`config.mk`:
```
export PLATFORM = sky130hd
export DESIGN_NAME = counter_arbiter_flat
export DESIGN_NICKNAME = d
export VERILOG_FILES = /design/src/rtl/counter_arbiter_if.sv /design/src/rtl/counter_arbiter.sv /design/src/flat_wrapper.sv
export SDC_FILE = /design/constraint.sdc
export NUM_CORES = 1
export LEC_CHECK = 0
export ABC_AREA = 1
export CORE_ASPECT_RATIO = 1.4
export CORE_UTILIZATION = 30
export CTS_CLUSTER_DIAMETER = 80
export DETAILED_ROUTE_END_ITERATION = 7
export PLACE_DENSITY_LB_ADDON = 0.1
export SLEW_MARGIN = 20
export SYNTH_ARGS = -nofsm -noshare
export SYNTH_HDL_FRONTEND = slang
export SYNTH_SLANG_ARGS = --single-unit
```
`constraint.sdc`:
```
create_clock -name clk -period 2.6 [get_ports clk]
set_clock_uncertainty 0.15 [all_clocks]
set_input_delay 0.39 -clock clk [delete_from_list [all_inputs] [get_ports clk]]
set_output_delay 0.39 -clock clk [all_outputs]
set_load 0.1 [all_outputs]
```
`src/rtl/counter_arbiter_if.sv`:
```
// Request/grant/count bundle between the requester front-ends and counter_arbiter.
// Latency: none, wires only.
// Backpressure: none. Requests are level-held and the owner only advances while its bit stays high.
//
// Signals:
//   req           requester -> arbiter  one level request bit per requester
//   clear         requester -> arbiter  synchronous clear of the shared count
//   grant         arbiter -> requester  one-hot current owner (registered)
//   busy          arbiter -> requester  any grant held
//   owner         arbiter -> requester  binary index of owner, 0 when idle
//   counter_value arbiter -> requester  shared count
//   wrap          arbiter -> requester  one-cycle pulse after count wraps to 0
// Modports: master = requester side, slave = arbiter side.
interface counter_arbiter_if #(
    parameter int NUM_REQ = 4,
    parameter int WIDTH   = 2
);
    localparam int OW = $clog2(NUM_REQ);

    logic [NUM_REQ-1:0] req;
    logic               clear;
    logic [NUM_REQ-1:0] grant;
    logic               busy;
    logic [OW-1:0]      owner;
    logic [WIDTH-1:0]   counter_value;
    logic               wrap;

    modport master (
        output req,
        output clear,
        input  grant,
        input  busy,
        input  owner,
        input  counter_value,
        input  wrap
    );

    modport slave (
        input  req,
        input  clear,
        output grant,
        output busy,
        output owner,
        output counter_value,
        output wrap
    );
endinterface

```
`src/rtl/counter_arbiter.sv`:
```
// Arbitrates one shared WIDTH-bit up-counter among NUM_REQ requesters, MAX_HOLD increments per grant.
// Latency: grant 1 edge after req rises; count steps on each later edge while the owner holds req.
// Backpressure: the owner stalls the count by dropping req, which also releases the grant on that edge.
//
// Ports:
//   clk    rising-edge clock
//   reset  asynchronous active-low reset (0 = reset)
//   bus    counter_arbiter_if.slave: req/clear in; grant/busy/owner/counter_value/wrap out
//
// Build option COUNTER_ARB_FIXED_PRIO_EN: when defined, the round-robin pointer is removed
// and every arbitration picks the lowest-index requester (req[0] highest priority).
module counter_arbiter #(
    parameter int NUM_REQ  = 4,
    parameter int WIDTH    = 2,
    parameter int MAX_HOLD = 4
) (
    input  logic              clk,
    input  logic              reset,
    counter_arbiter_if.slave  bus
);
    localparam int OW = $clog2(NUM_REQ);
    localparam int HW = (MAX_HOLD > 1) ? $clog2(MAX_HOLD) : 1;

    typedef enum logic {
        ST_IDLE = 1'b0,
        ST_BUSY = 1'b1
    } state_t;

    state_t             state_q;
    logic [NUM_REQ-1:0] grant_q;
    logic               busy_q;
    logic [OW-1:0]      owner_q;
    logic [WIDTH-1:0]   count_q;
    logic               wrap_q;
    logic [HW-1:0]      hold_q;
`ifndef COUNTER_ARB_FIXED_PRIO_EN
    logic [OW-1:0]      ptr_q;
    logic [OW-1:0]      rel_ptr;
`endif

    logic               inc_en;
    logic               last_step;
    logic               release_now;
    logic [OW-1:0]      base;
    logic [2*NUM_REQ-1:0] req_dbl;
    logic [NUM_REQ-1:0] req_rot;
    logic               pick_vld;
    logic [OW-1:0]      pick_off;
    logic [OW:0]        pick_sum;
    logic [OW-1:0]      pick_idx;

    // Arbitration and hold bookkeeping for the coming edge.
    always_comb begin
        inc_en      = (state_q == ST_BUSY) && bus.req[owner_q];
        last_step   = (hold_q == HW'(MAX_HOLD - 1));
        // Release on a dropped request, or on the final permitted increment.
        release_now = (state_q == ST_BUSY) && (!bus.req[owner_q] || last_step);

`ifdef COUNTER_ARB_FIXED_PRIO_EN
        base = '0;
`else
        rel_ptr = (owner_q == OW'(NUM_REQ - 1)) ? '0 : owner_q + 1'b1;
        // On release the search starts just past the old owner, so the old
        // owner is visited last and a sole requester is re-granted.
        base    = (state_q == ST_BUSY) ? rel_ptr : ptr_q;
`endif

        // Rotate so bit 0 of req_rot is the requester at the search base;
        // the lowest set bit of req_rot is then the winner's offset.
        req_dbl  = {bus.req, bus.req} >> base;
        req_rot  = req_dbl[NUM_REQ-1:0];
        pick_vld = 1'b0;
        pick_off = '0;
        for (int j = NUM_REQ - 1; j >= 0; j--) begin
            if (req_rot[j]) begin
                pick_vld = 1'b1;
                pick_off = OW'(j);
            end
        end
        pick_sum = {1'b0, base} + {1'b0, pick_off};
        if (pick_sum >= (OW+1)'(NUM_REQ)) begin
            pick_idx = OW'(pick_sum - (OW+1)'(NUM_REQ));
        end else begin
            pick_idx = pick_sum[OW-1:0];
        end
    end

    always_ff @(posedge clk or negedge reset) begin
        if (!reset) begin
            state_q <= ST_IDLE;
            grant_q <= '0;
            busy_q  <= 1'b0;
            owner_q <= '0;
            count_q <= '0;
            wrap_q  <= 1'b0;
            hold_q  <= '0;
`ifndef COUNTER_ARB_FIXED_PRIO_EN
            ptr_q   <= '0;
`endif
        end else begin
            // Shared counter. clear wins over a same-edge increment; the
            // increment still counts against the owner's hold budget below.
            if (bus.clear) begin
                count_q <= '0;
                wrap_q  <= 1'b0;
            end else if (inc_en) begin
                count_q <= count_q + 1'b1;
                wrap_q  <= &count_q;
            end else begin
                wrap_q  <= 1'b0;
            end

            case (state_q)
                ST_IDLE: begin
                    if (pick_vld) begin
                        state_q <= ST_BUSY;
                        grant_q <= {{(NUM_REQ-1){1'b0}}, 1'b1} << pick_idx;
                        owner_q <= pick_idx;
                        busy_q  <= 1'b1;
                        hold_q  <= '0;
                    end
                end
                ST_BUSY: begin
                    if (release_now) begin
`ifndef COUNTER_ARB_FIXED_PRIO_EN
                        ptr_q <= rel_ptr;
`endif
                        hold_q <= '0;
                        if (pick_vld) begin
                            // Hand over on the same edge, no idle bubble.
                            grant_q <= {{(NUM_REQ-1){1'b0}}, 1'b1} << pick_idx;
                            owner_q <= pick_idx;
                            busy_q  <= 1'b1;
                        end else begin
                            state_q <= ST_IDLE;
                            grant_q <= '0;
                            owner_q <= '0;
                            busy_q  <= 1'b0;
                        end
                    end else begin
                        hold_q <= hold_q + 1'b1;
                    end
                end
                default: begin
                    state_q <= ST_IDLE;
                    grant_q <= '0;
                    owner_q <= '0;
                    busy_q  <= 1'b0;
                    hold_q  <= '0;
                end
            endcase
        end
    end

    assign bus.grant         = grant_q;
    assign bus.busy          = busy_q;
    assign bus.owner         = owner_q;
    assign bus.counter_value = count_q;
    assign bus.wrap          = wrap_q;

endmodule

```
`src/flat_wrapper.sv`:
```
// flat-port wrapper written by rule: the top's interface ports become plain ports
module counter_arbiter_flat 
#(
    parameter int NUM_REQ  = 4,
    parameter int WIDTH    = 2,
    parameter int MAX_HOLD = 4
)
  (clk, reset, bus_req, bus_clear, bus_grant, bus_busy, bus_owner, bus_counter_value, bus_wrap);
  counter_arbiter_if #(.NUM_REQ(NUM_REQ), .WIDTH(WIDTH)) bus_i ();
  input  logic clk;
  input  logic reset;
  input wire logic [$bits(bus_i.req)-1:0] bus_req;
  input wire logic [$bits(bus_i.clear)-1:0] bus_clear;
  output wire logic [$bits(bus_i.grant)-1:0] bus_grant;
  output wire logic [$bits(bus_i.busy)-1:0] bus_busy;
  output wire logic [$bits(bus_i.owner)-1:0] bus_owner;
  output wire logic [$bits(bus_i.counter_value)-1:0] bus_counter_value;
  output wire logic [$bits(bus_i.wrap)-1:0] bus_wrap;
  assign bus_i.req = bus_req;
  assign bus_i.clear = bus_clear;
  assign bus_grant = bus_i.grant;
  assign bus_busy = bus_i.busy;
  assign bus_owner = bus_i.owner;
  assign bus_counter_value = bus_i.counter_value;
  assign bus_wrap = bus_i.wrap;
  counter_arbiter #(.NUM_REQ(NUM_REQ), .WIDTH(WIDTH), .MAX_HOLD(MAX_HOLD)) u_core (.clk(clk), .reset(reset), .bus(bus_i));
endmodule
```
# Yosys cells after proc, flatten, opt, wreduce, memory -nomap -nowiden
# Index checks and enable logic that the tools add are counted.
# classes
n_addsub	5
n_mul	0
div_mod_pow	0
magnitude_cmp	2
eq_ne	4
shift	2
mux	34
n_bitwise	1
n_reduce_logical	8
# ops
op	n
two-way mux 2 bit	14
two-way mux 4 bit	3
two-way mux 1 bit	11
case mux 2 bit (2 select lines)	2
case mux 4 bit (2 select lines)	1
right shift 8 x 2 -> 4 bit	1
adder 2 x 1 -> 2 bit, second input constant	3
AND reduction 2 bit	3
equality test 2 bit, second input constant	2
case mux 1 bit (2 select lines)	2
left shift 1 x 2 -> 4 bit, first input constant	1
adder 2 x 2 -> 3 bit	1
greater-or-equal comparator 3 bit, second input constant	1
less-than comparator 2 x 3 -> 1 bit, second input constant	1
binary-select mux 1 bit (select 2 bit)	1
logical AND 1 bit	2
!= test 2 x 1 -> 1 bit, second input constant	1
!= test 2 bit, second input constant	1
nonzero test 2 bit	1
subtractor 2 x 1 -> 2 bit, second input constant	1
zero test 1 bit	1
logical OR 1 bit	1
NOT 1 bit	1
# totals
register_bits	15
latch_bits	0
mem_bits_rw	0
rom_bits	0
input_bits	7
word_cells	64
n_memories	0

# Longest topological paths before layout
# logic_depth
depth_word	15
mapped_depth	19

# Least setup slack after synthesis
# No wires, ideal clock.
# synth_timing
path_type	reg-to-reg
from	reg u_core.owner_q[1] (netlist: u_core.bus.owner[1])
to	reg u_core.grant_q[2] (netlist: u_core.bus.grant[2])
setup_time_ps	68
arrival_ps	2836
required_ps	2382
slack_ps	-453
stages_incl_launch_ff	20
n_path_buf	0
path_cell_list	dfrtp_1 > ha_1 > inv_1 > nand2_1 > o21ai_1 > nand3_1 > nand2_1 > nand2_1 > nand2_1 > nand2_1 > inv_1 > ha_1 > inv_1 > xor2_1 > inv_1 > nand2_1 > nand2_2 > nor2_2 > nand2_1 > nand2_1
# synth_between
elab_chain_len	15
elab_cells_between_ends	30
cone_classes	add/sub: 3; order compare: 1; eq/ne: 3; shift: 2; mux: 17; reduce/logical: 4
# synth_rtl
element	line	source
from (decl)	counter_arbiter.sv:32	logic [OW-1:0] owner_q;
from (signal assigned)	counter_arbiter.sv:118	owner_q <= pick_idx;
from (signal assigned)	counter_arbiter.sv:132	owner_q <= pick_idx;
adder 2 x 1 -> 2 bit / equality test 2 bit (equally long branches)	counter_arbiter.sv:62	rel_ptr = (owner_q == OW'(NUM_REQ - 1)) ? '0 : owner_q + 1'b1;
two-way mux 2 bit *	counter_arbiter.sv:62	
named net u_core.rel_ptr[1]	counter_arbiter.sv:38	logic [OW-1:0] rel_ptr;
two-way mux 2 bit *	counter_arbiter.sv:65	base = (state_q == ST_BUSY) ? rel_ptr : ptr_q;
right shift 8 x 2 -> 4 bit	counter_arbiter.sv:70	req_dbl = {bus.req, bus.req} >> base;
two-way mux 2 bit (4 in series)	counter_arbiter.sv:75	if (req_rot[j]) begin
adder 2 x 2 -> 3 bit	counter_arbiter.sv:80	pick_sum = {1'b0, base} + {1'b0, pick_off};
greater-or-equal comparator 3 bit / subtractor 2 x 1 -> 2 bit (equally long branches)	counter_arbiter.sv:81, counter_arbiter.sv:82	
two-way mux 2 bit	counter_arbiter.sv:81	if (pick_sum >= (OW+1)'(NUM_REQ)) begin
left shift 1 x 2 -> 4 bit	counter_arbiter.sv:117, counter_arbiter.sv:131	
two-way mux 4 bit	counter_arbiter.sv:129	if (pick_vld) begin
two-way mux 4 bit	counter_arbiter.sv:124	if (release_now) begin
case mux 4 bit (2 select lines)	counter_arbiter.sv:113	case (state_q)
to (signal assigned)	counter_arbiter.sv:117	grant_q <= {{(NUM_REQ-1){1'b0}}, 1'b1} << pick_idx;
to (signal assigned)	counter_arbiter.sv:131	grant_q <= {{(NUM_REQ-1){1'b0}}, 1'b1} << pick_idx;
to (decl)	counter_arbiter.sv:30	logic [NUM_REQ-1:0] grant_q;
# Mark *: on every way through the listed nets, which the timed path passes. The rest lies on a longest branch. The select of a mux whose other input is x is not followed.
# A chain may end at the register's enable or synchronous reset.

# Final worst setup path
# Ends and elaborated chain as after synthesis.

==> out/metrics.yaml <==
start_util_pct: 31.71
r2r_cells: 17
critPathMostFrequentCell: "nand2_1"
status: "completed"
vias: 937
holdPathStages: 1
drt_drc_violations_left: 0
slew_headroom_pct: 54.56
clock_latency_ps: 250
layout-drive-gt1-share_pct: 34.73
synth_compound_area_share_pct: 7.134
layout_min_cycle_time_ps: 2478
synth_simple_gate_area_share_pct: 41.18
finalHoldViolations: 0
port_buffers: 16
grt_usage_pct: 14.08
rrSetupSlack_ps: 120
cts_tree: "yes"
routed_wl_um: 2424
die-area_mm2: 0.003570
synth-seq-cells: 15
end_kind: "flip-flop"
dp_hpwl_um: 1791
ys_types: 22
cp_data_arrival_time_ps: 2470
synth_top_family_by_area: "simple AND/OR/NAND/NOR gates"
core_mm2: 0.003153
path_class: "flip-flop to flip-flop"
drt_pass1_iterations: 4
antenna_found_initial: 0
finalMaxSlewViolations: 0
num_rows: 24
slowest_stage: "dfrtp_4"
ant_nets: 0
die-width_um: 50.79
avgRoutedWirePerCell_um: 11.77
htree_levels: 1
cts_root_buf: "clkbuf_8"
placedCellCount: 199
crit_start: "u_core.bus.owner[1]"
area_growth_pct: 37.17
crit_path_end: "u_core.bus.grant[2]"
grt_max_degree: 16
cp_cell_sequence: "ha_4 -> inv_2 -> o21ai_4 -> nand3_2 -> nand2_2 -> nand2_1 -> nand2_1 -> nand2_1 -> inv_1 -> ha_1 -> inv_2 -> xor2_2 -> nand3_1 -> nand2_2 -> nor2_4 -> nand2_1 -> nand2_1"
crit_fanout: 5
grt_overflow: 0
fmax_mhz: 403.6
layout.nets: 179
drt_iter0_markers: 14
cts_buffer_depth: 2
reg2reg_to: "u_core.bus.grant[2]"
hold_buffers: 0
min_path_type: "flip-flop to flip-flop"
reg2reg_from: "u_core.bus.owner[1]"
fin_cells: 206
crit_path_start_kind: "flip-flop"
syn-num-nets: 150
gp_congestion: 0.7610
yosysWarnings: 0
synth-adder-area-share_pct: 5.006
yosysSeqAreaShare_pct: 37.55
finalCritPeriodShare_pct: 95.29
drv_cap: 0
postSynthCellCount: 139
cts_buffers: 3
tightest_slew_ps: 679.5
synth.area.mux_share_pct: 0
cp.required_ps: 2590
fp.dieH_um: 70.30
clkTransAtPathRegs_ps: 70
setup-violations-final: 0
slowest_delay_ps: 490
grt_pass1_wl_um: 3877
syn-cell-area_um2: 999.7
via_per_inst: 4.549
synth.avg_cell_area_um2: 7.192
num_io_pins: 17
synthXorXnorAreaFrac_pct: 0.8761
cts_sinks: 15
diodes: 0
grt_pass1_vias: 892
==> sequential cells by signal, summed over array words and instances, names as in the netlist <==
| signal | cells |
|---|---|
| u_core.bus.grant | 4 |
| u_core.bus.counter_value | 2 |
| u_core.hold_q | 2 |
| u_core.bus.owner | 2 |
| u_core.bus.busy | 1 |
| u_core.state_q | 1 |
| u_core.bus.wrap | 1 |
| u_core.ptr_q | 2 |
==> kinds of logic after synthesis <==
family | Yosys count
AND/OR/NAND/NOR | 87
flip-flops | 15
XOR/XNOR | 1
adder cells (fa/ha/maj) | 4
AO/OA/AOI/OAI | 12
buffers and inverters | 20
==> area by class of cell <==
| cell class | instances | area (um^2) |
|---|---|---|
| Clock buffer | 3 | 41.29 |
| Inverter | 19 | 71.32 |
| Multi-Input combinational cell | 104 | 618.1 |
| Fill cell | 333 | 1782 |
| Sequential cell | 15 | 384.1 |
| Timing Repair Buffer | 25 | 202.7 |
| Tap cell | 39 | 48.80 |
| Clock inverter | 1 | 5.005 |
==> cell usage after synthesis <==
master,number,area share [%]
nand3_1,16,8.0
o211ai_1,1,0.75
ha_1,4,5.0
o21ai_1,1,0.50
xor2_1,1,0.88
o21a_1,1,0.75
inv_1,16,6.0
a21oi_1,3,1.5
buf_6,1,1.1
nand2_4,2,2.3
o21ai_2,1,0.88
dfrtp_1,15,38
nor2_4,1,1.1
o31ai_1,1,0.75
o21ai_0,4,2.0
nor2_1,6,2.3
nand3_2,2,2.0
nand2_2,7,4.4
inv_2,3,1.1
nor2_2,2,1.3
nand2_1,50,19
nand3b_2,1,1.1
==> metal layers <==
layer  up-vias  GRT usage, %  share of wire [%]
met3         4         1.743                3.2
li1        493             -                  -
met2        18         25.63                 51
met1       422         16.49                 44
met4         0         4.630                1.2
met5         -             0                  0
==> worst max-delay path, delay by kind of cell, from the launching register on <==
kind,cells,cell delay [ps]
buffers and inverters,3,160
adder cells (fa/ha/maj),2,410
XOR/XNOR,1,150
flip-flops,1,490
AND/OR/NAND/NOR,10,770
AO/OA/AOI/OAI,1,240
==> repair_timing <==
item                                    in CTS  in global routing
resized for setup                            0                 16
setup buffers                                0                  3
endpoints found under the setup margin       0                  5
==> cells in the final DEF, fill, tap and decap left out <==
cell and count:
a21oi_1 3, ha_4 1, clkinv_2 1, o21a_1 1
xor2_2 1, ha_1 3, clkdlybuf4s50_1 6, nand2_1 47
o31ai_1 1, dfrtp_4 2, inv_2 5, clkbuf_8 3
o21ai_4 2, nand3b_2 1, dfrtp_2 1, o211ai_1 1
nor2_1 6, nor2_2 1, nand3_1 11, o21ai_0 4
inv_1 14, nand2_4 2, dfrtp_1 12, nand3_2 7
nor2_4 2, nand2_2 10, buf_4 19
==> per-stage QoR <==
step | setup TNS [ps] | setup WS (ps) | area (um^2) | util (%) | hold slack [ps]
floorplan | 0 | 35.78 | 1011 | - | -55.59
global placement | 0 | 79.62 | 1229 | 38.97 | 316.3
detailed placement | 0 | 41.51 | 1229 | 38.97 | 320.0
CTS | 0 | 55.09 | 1275 | 40.44 | 338.3
global route | -155.7 | -57.06 | 1371 | 43.49 | 362.7
finish | 0 | 122.4 | 1371 | 43.49 | 333.3
==> worst min path at each step <==
stage                                    from             endpoint  slack, ps
after floorplan                         reset      u_core.bus.busy        -60
after CTS                    u_core.hold_q[0]     u_core.hold_q[0]        340
after global placement    u_core.bus.grant[1]  u_core.bus.grant[1]        320
after global routing         u_core.hold_q[0]     u_core.hold_q[0]        360
after detailed placement  u_core.bus.grant[3]  u_core.bus.grant[3]        320
final                        u_core.hold_q[0]     u_core.hold_q[0]        330
Power is left out: the tool's default activity adds up to more than one toggle a clock period on the data nets, which glitch-free logic cannot reach.
